$ cat src/rtl/outmap_writer.sv
// Drains packed output-map bytes into a 32-byte staging FIFO and writes them out as
// 64-bit byte-strobed beats to sequential addresses, flushing a partial last beat on send_done.
module outmap_writer #(
  parameter int BEAT_BYTES  = 8,
  parameter int STAGE_BYTES = 32,
  parameter int ADDR_W      = 32
) (
  input  logic                   clk,
  input  logic                   rst_n,
  input  logic [15:0][7:0]       outmap_data,
  input  logic [4:0]             outmap_data_valid_num,
  output logic [4:0]             valid_taken_num,
  input  logic                   send_done,
  input  logic                   start,
  input  logic [ADDR_W-1:0]      base_addr,
  output logic                   mem_wr_valid,
  output logic [ADDR_W-1:0]      mem_wr_addr,
  output logic [63:0]            mem_wr_data,
  output logic [7:0]             mem_wr_strb,
  input  logic                   mem_wr_ready,
  output logic                   busy,
  output logic                   done
);

  localparam int CNT_W = $clog2(STAGE_BYTES + 1);
  localparam int IDX_W = $clog2(STAGE_BYTES);

  localparam logic [1:0] S_IDLE  = 2'd0;
  localparam logic [1:0] S_RUN   = 2'd1;
  localparam logic [1:0] S_FLUSH = 2'd2;
  localparam logic [1:0] S_DONE  = 2'd3;

  logic [1:0]                   state_q, state_d;
  logic [CNT_W-1:0]             count_q, count_d;
  logic [STAGE_BYTES-1:0][7:0]  stage_q, stage_d;
  logic [ADDR_W-1:0]            addr_q, addr_d;
  logic                         wr_vld_q, wr_vld_d;
  logic [ADDR_W-1:0]            wr_addr_q, wr_addr_d;
  logic [63:0]                  wr_data_q, wr_data_d;
  logic [7:0]                   wr_strb_q, wr_strb_d;

  logic [CNT_W-1:0]             in_num;
  logic [CNT_W-1:0]             space;
  logic [CNT_W-1:0]             take;
  logic [CNT_W-1:0]             pop;
  logic                         can_load;
  logic [63:0]                  beat_data;
  logic [7:0]                   beat_strb;
  int                           src;
  int                           k;

  always_comb begin
    in_num = (outmap_data_valid_num > 5'd16) ? CNT_W'(16) : CNT_W'(outmap_data_valid_num);
    space  = CNT_W'(STAGE_BYTES) - count_q;
    take   = '0;
    if (state_q == S_RUN) take = (in_num < space) ? in_num : space;
    valid_taken_num = take[4:0];

    // Pops are decided from the registered count, so a byte always sits in staging for a cycle.
    can_load = !wr_vld_q || mem_wr_ready;
    pop = '0;
    if (can_load) begin
      if (state_q == S_RUN && count_q >= CNT_W'(BEAT_BYTES)) begin
        pop = CNT_W'(BEAT_BYTES);
      end else if (state_q == S_FLUSH && count_q != '0) begin
        pop = (count_q < CNT_W'(BEAT_BYTES)) ? count_q : CNT_W'(BEAT_BYTES);
      end
    end

    beat_data = '0;
    beat_strb = '0;
    for (int j = 0; j < BEAT_BYTES; j++) begin
      if (j < int'(pop)) begin
        beat_data[8*j +: 8] = stage_q[j[IDX_W-1:0]];
        beat_strb[j]        = 1'b1;
      end
    end

    // Survivors shift down by pop; new bytes land right after them.
    src = 0;
    k   = 0;
    for (int i = 0; i < STAGE_BYTES; i++) begin
      stage_d[i[IDX_W-1:0]] = 8'h00;
      src = i + int'(pop);
      k   = i + int'(pop) - int'(count_q);
      if (src < int'(count_q)) begin
        stage_d[i[IDX_W-1:0]] = stage_q[src[IDX_W-1:0]];
      end else if (k >= 0 && k < int'(take)) begin
        stage_d[i[IDX_W-1:0]] = outmap_data[k[3:0]];
      end
    end
    count_d = count_q + take - pop;

    wr_vld_d  = wr_vld_q;
    wr_addr_d = wr_addr_q;
    wr_data_d = wr_data_q;
    wr_strb_d = wr_strb_q;
    addr_d    = addr_q;
    if (wr_vld_q && mem_wr_ready) wr_vld_d = 1'b0;
    if (pop != '0) begin
      wr_vld_d  = 1'b1;
      wr_addr_d = addr_q;
      wr_data_d = beat_data;
      wr_strb_d = beat_strb;
      addr_d    = addr_q + ADDR_W'(BEAT_BYTES);
    end

    state_d = state_q;
    case (state_q)
      S_IDLE: begin
        if (start) begin
          state_d = S_RUN;
          addr_d  = base_addr;
        end
      end
      S_RUN:   if (send_done) state_d = S_FLUSH;
      S_FLUSH: if (count_q == '0 && can_load) state_d = S_DONE;
      default: state_d = S_IDLE;
    endcase
  end

  always_ff @(posedge clk or negedge rst_n) begin
    if (!rst_n) begin
      state_q   <= S_IDLE;
      count_q   <= '0;
      stage_q   <= '0;
      addr_q    <= '0;
      wr_vld_q  <= 1'b0;
      wr_addr_q <= '0;
      wr_data_q <= '0;
      wr_strb_q <= '0;
    end else begin
      state_q   <= state_d;
      count_q   <= count_d;
      stage_q   <= stage_d;
      addr_q    <= addr_d;
      wr_vld_q  <= wr_vld_d;
      wr_addr_q <= wr_addr_d;
      wr_data_q <= wr_data_d;
      wr_strb_q <= wr_strb_d;
    end
  end

  assign mem_wr_valid = wr_vld_q;
  assign mem_wr_addr  = wr_addr_q;
  assign mem_wr_data  = wr_data_q;
  assign mem_wr_strb  = wr_strb_q;
  assign busy         = (state_q == S_RUN) || (state_q == S_FLUSH);
  assign done         = (state_q == S_DONE);

endmodule

$ cat config.mk
export PLATFORM = sky130hd
export DESIGN_NAME = outmap_writer
export DESIGN_NICKNAME = d
export VERILOG_FILES = /design/src/rtl/outmap_writer.sv
export SDC_FILE = /design/constraint.sdc
export NUM_CORES = 2
export LEC_CHECK = 0
export ABC_AREA = 1
export BUFFER_PORTS_ARGS = -buffer_cell sky130_fd_sc_hd__clkbuf_2
export CAP_MARGIN = 20
export CORE_UTILIZATION = 30
export DETAILED_ROUTE_END_ITERATION = 16
export MAX_ROUTING_LAYER = met4
export PLACE_DENSITY = 0.46
export SLEW_MARGIN = 0
export SYNTH_ARGS = -nofsm -noshare
export SYNTH_HDL_FRONTEND = slang
export SYNTH_SLANG_ARGS = --single-unit
export TNS_END_PERCENT = 100
$ cat constraint.sdc
create_clock -name clk -period 8.1 [get_ports clk]
set_clock_uncertainty 0.15 [all_clocks]
set_input_delay 1.62 -clock clk [delete_from_list [all_inputs] [get_ports clk]]
set_output_delay 1.62 -clock clk [all_outputs]
set_load 0.05 [all_outputs]
==> summary.md <==
| Metric | Value |
|---|---|
| Yosys top cell area share | `23.5%` |
| Sequential-to-total area share from yosys stat | `23.5%` |
| Minimum clock period | `about 6400 ps` |
| Met2 Track Usage GR | `59.1%` |
| TNS Setup | `0 ps` |
| IO Pins | `around 280` |
| Via count | `50800` |
| Hold WS | `320 ps` |
| Die height | `379 µm` |
| Asr flop ratio synth | `100%` |
| HPWL after DPL | `around 240000 µm` |
| Period utilization | `between 70% and 80%` |
| Largest net degree at the start of global routing | `209` |
| Largest family of logic cells by synthesized area | `simple AND/OR/NAND/NOR gates` |
| DRT Pass-1 Iters | `14` |
| Outcome | `complete, but fails checks` |
| DRC | `2` |
| Number of routed nets with antenna violations | `0` |
| Routed WL | `285000 µm` |
| Number of synthesized flops with an enable pin | `0` |
| Post-CTS setup buffers | `0` |
| Nets | `7438` |
| Max Slew Vio Count | `2` |
| Worst-Skew Late Latency | `710 ps` |
| Post-Synth XOR/XNOR Area | `2.58%` |
| Maxcap violations | `0` |
| Most common cell in the netlist | `nand2_1` |
| Row count | `138` |
| Unique cell type count in the Yosys netlist | `just under 60` |
| Buffers added on ports | `281` |
| Critical path data required time | `between 8000 and 9000 ps` |
| Synth Register Bits | `about 400` |
| Worst Setup End Kind | `flip-flop` |
| Initial antenna violation count | `8` |
| RSZ-0062 raised after global routing | `no` |
| Root buf cell | `clkbuf_16` |
| Global-route wire length before repair | `379000 µm` |
| Arr. time, crit path | `6830 ps` |
| Worst Tran Pin Value | `1500 ps` |
| Initial Util | `30.2%` |
| Adder-Cell Fraction of Synth Area | `6.92%` |
| Post-synthesis mux area share | `1.73%` |
| Overall routing resource usage | `39.7%` |
| Max FO, Critical Path | `38` |
| Routed WL per cell | `31.7 µm` |
| Fraction of the mapped netlist area in compound gates | `19.9%` |
| Core region area | `141000 µm²` |
| TritonCTS clock tree | `built` |
| Post_cts resized | `0` |
| WS Path Type | `in -> reg` |
| CTS Hold Bufs | `0` |
| Violated checks | `design-rule violations, max-slew violations` |
| Slew HR | `-0.362%` |
| Largest cells by area after synthesis | `dfrtp_1 (23%), nand2_1 (19%), nand3_1 (15%)` |
| Area delta synth->final | `12.8%` |
| Share of cells above drive strength 1 | `9.12%` |
| Via density | `about 5.7` |
| Post-synth top cells | `nand2_1 (2187), nand3_1 (1263), o21ai_0 (689), inv_1 (495), dfrtp_1 (401)` |
| Area leader, netlist | `dfrtp_1` |
| Worst slack, placed | `1180 ps` |
| Vias in the first global route | `45500` |
| Hold Crit Class | `reg -> reg` |
| Ys Warns | `0` |
| CP max stage delay | `890 ps` |
| Worst setup SP type | `input pin` |
| CTS Buf Count | `53` |
| Hold Violations, Final | `0` |
| Mapped Cells | `roughly 7000` |
| GRT met1 Usage | `49.9%` |
| Slowest CP cell | `nor3b_1` |
| Synthesized area | `42700 µm²` |
| Die width | `379 µm` |
| M3 GR Usage | `around 8.1%` |
| Crit-path cells | `clkbuf_2 > nor2_1 > inv_1 > nand4_4 > buf_4 > ha_1 > inv_2 > nor2_1 > clkinv_1 > ha_1 > inv_1 > o21bai_1 > xnor2_1 > inv_1 > ha_1 > a21oi_1 > nor3b_1 > nand3_1 > nand2_1` |
| CTS sink count | `401` |
| Clock Path Buffers | `3` |
| Congestion Overflow GR | `0` |
| Avg Inst Size Synth | `just over 6 µm²` |
| Synth Area in Simple Gates | `36.3%` |
| First-iteration detailed-routing DRC count | `6472` |
| Setup WS post-layout | `1730 ps` |
| Routability Congestion | `1.09` |
| Clk pin slew, worst setup/hold paths | `around 60 ps` |
| Highest clock rate | `~160 MHz` |
| Endpoints failing setup | `0` |
| Most used DFF post-synth | `dfrtp_1` |
| Post-Route Utilization | `about a third` |
| Die area | `144000 µm²` |
| Most Used Layer, Global Route | `met2` |
| H-tree depth | `2` |
-- cells by family after synthesis --
group,count (synthesis)
simple gates,3608
xor+xnor,122
buf+inv,936
flops,401
compound gates,1493
mux,74
fa+ha+maj,232
other cells,2
-- layout by cell type, fill, tap and decap left out, types with 9 or more instances in the layout --
| cell | netlist | layout |
|---|---|---|
| a21oi_1 | 169 | 168 |
| buf_12 | 0 | 9 |
| buf_4 | 21 | 155 |
| clkbuf_16 | 0 | 53 |
| clkbuf_2 | 0 | 281 |
| clkbuf_8 | 0 | 11 |
| clkinv_1 | 43 | 43 |
| clkinv_2 | 0 | 12 |
| conb_1 | 2 | 43 |
| dfrtp_1 | 401 | 401 |
| ha_1 | 225 | 221 |
| inv_1 | 495 | 493 |
| inv_2 | 17 | 16 |
| mux2i_1 | 74 | 74 |
| nand2_1 | 2187 | 2187 |
| nand3_1 | 1263 | 1263 |
| nor2_1 | 70 | 70 |
| nor3_1 | 9 | 9 |
| nor3b_2 | 15 | 15 |
| o211ai_1 | 245 | 245 |
| o21ai_0 | 689 | 681 |
| o21ai_1 | 293 | 301 |
| o21bai_1 | 48 | 48 |
| or2_1 | 25 | 25 |
| xnor2_1 | 47 | 42 |
| xor2_1 | 72 | 68 |
-- critical path: cells and delay by family --
kind                     cells  cell delay [ps]
adder cells (fa/ha/maj)      3              880
buffers and inverters        7             1430
AND/OR/NAND/NOR              6             2360
AO/OA/AOI/OAI                2              380
XOR/XNOR                     1              100
-- through the flow --
stage               cell area (µm²)  std cells
floorplan                     42900       6909
global placement              46300       8859
detailed placement            46400       8864
CTS                           48100       8958
global route                  48200       8971
finish                        48200       8973
-- state kept, by name (all words and copies together) (netlist names) --
name,flops
addr_q,32
count_q,6
mem_wr_addr,32
mem_wr_data,64
mem_wr_strb,8
mem_wr_valid,1
stage_q,256
state_q,2
-- routing by layer --
metal / part of all wire [%] / vias up
li1: - / 23500
met1: 42 / 24300
met2: 43 / 2508
met3: 8.6 / 477
met4: 6.8 / 0
met5: 0 / -
-- worst paths after layout --
kind	start	endpoint	slack, ps	cells after the start
worst min register to register	mem_wr_addr[31]	mem_wr_addr[31]	320	2
worst max-delay path	mem_wr_ready	stage_q[106]	1730	19
worst max register to register	count_q[0]	stage_q[211]	1780	23
max in group asynchronous	rst_n	mem_wr_data[12]	5460	2
worst min-delay path	mem_wr_addr[31]	mem_wr_addr[31]	320	2
min in group asynchronous	rst_n	addr_q[18]	870	1
-- cell type report --
class | count | area (µm²)
fill | 15600 | 93200
inverter | 557 | 2100
timing repair buffer | 451 | 2810
tap | 1890 | 2360
clock inverter | 24 | 243
clock buffer | 70 | 1500
antenna | 8 | 20.0
sequential | 401 | 10000
multi-input combinational | 5572 | 29100
Power is not shown: default switching activity piles up to over one toggle a cycle in this logic, so the estimate is an artifact.
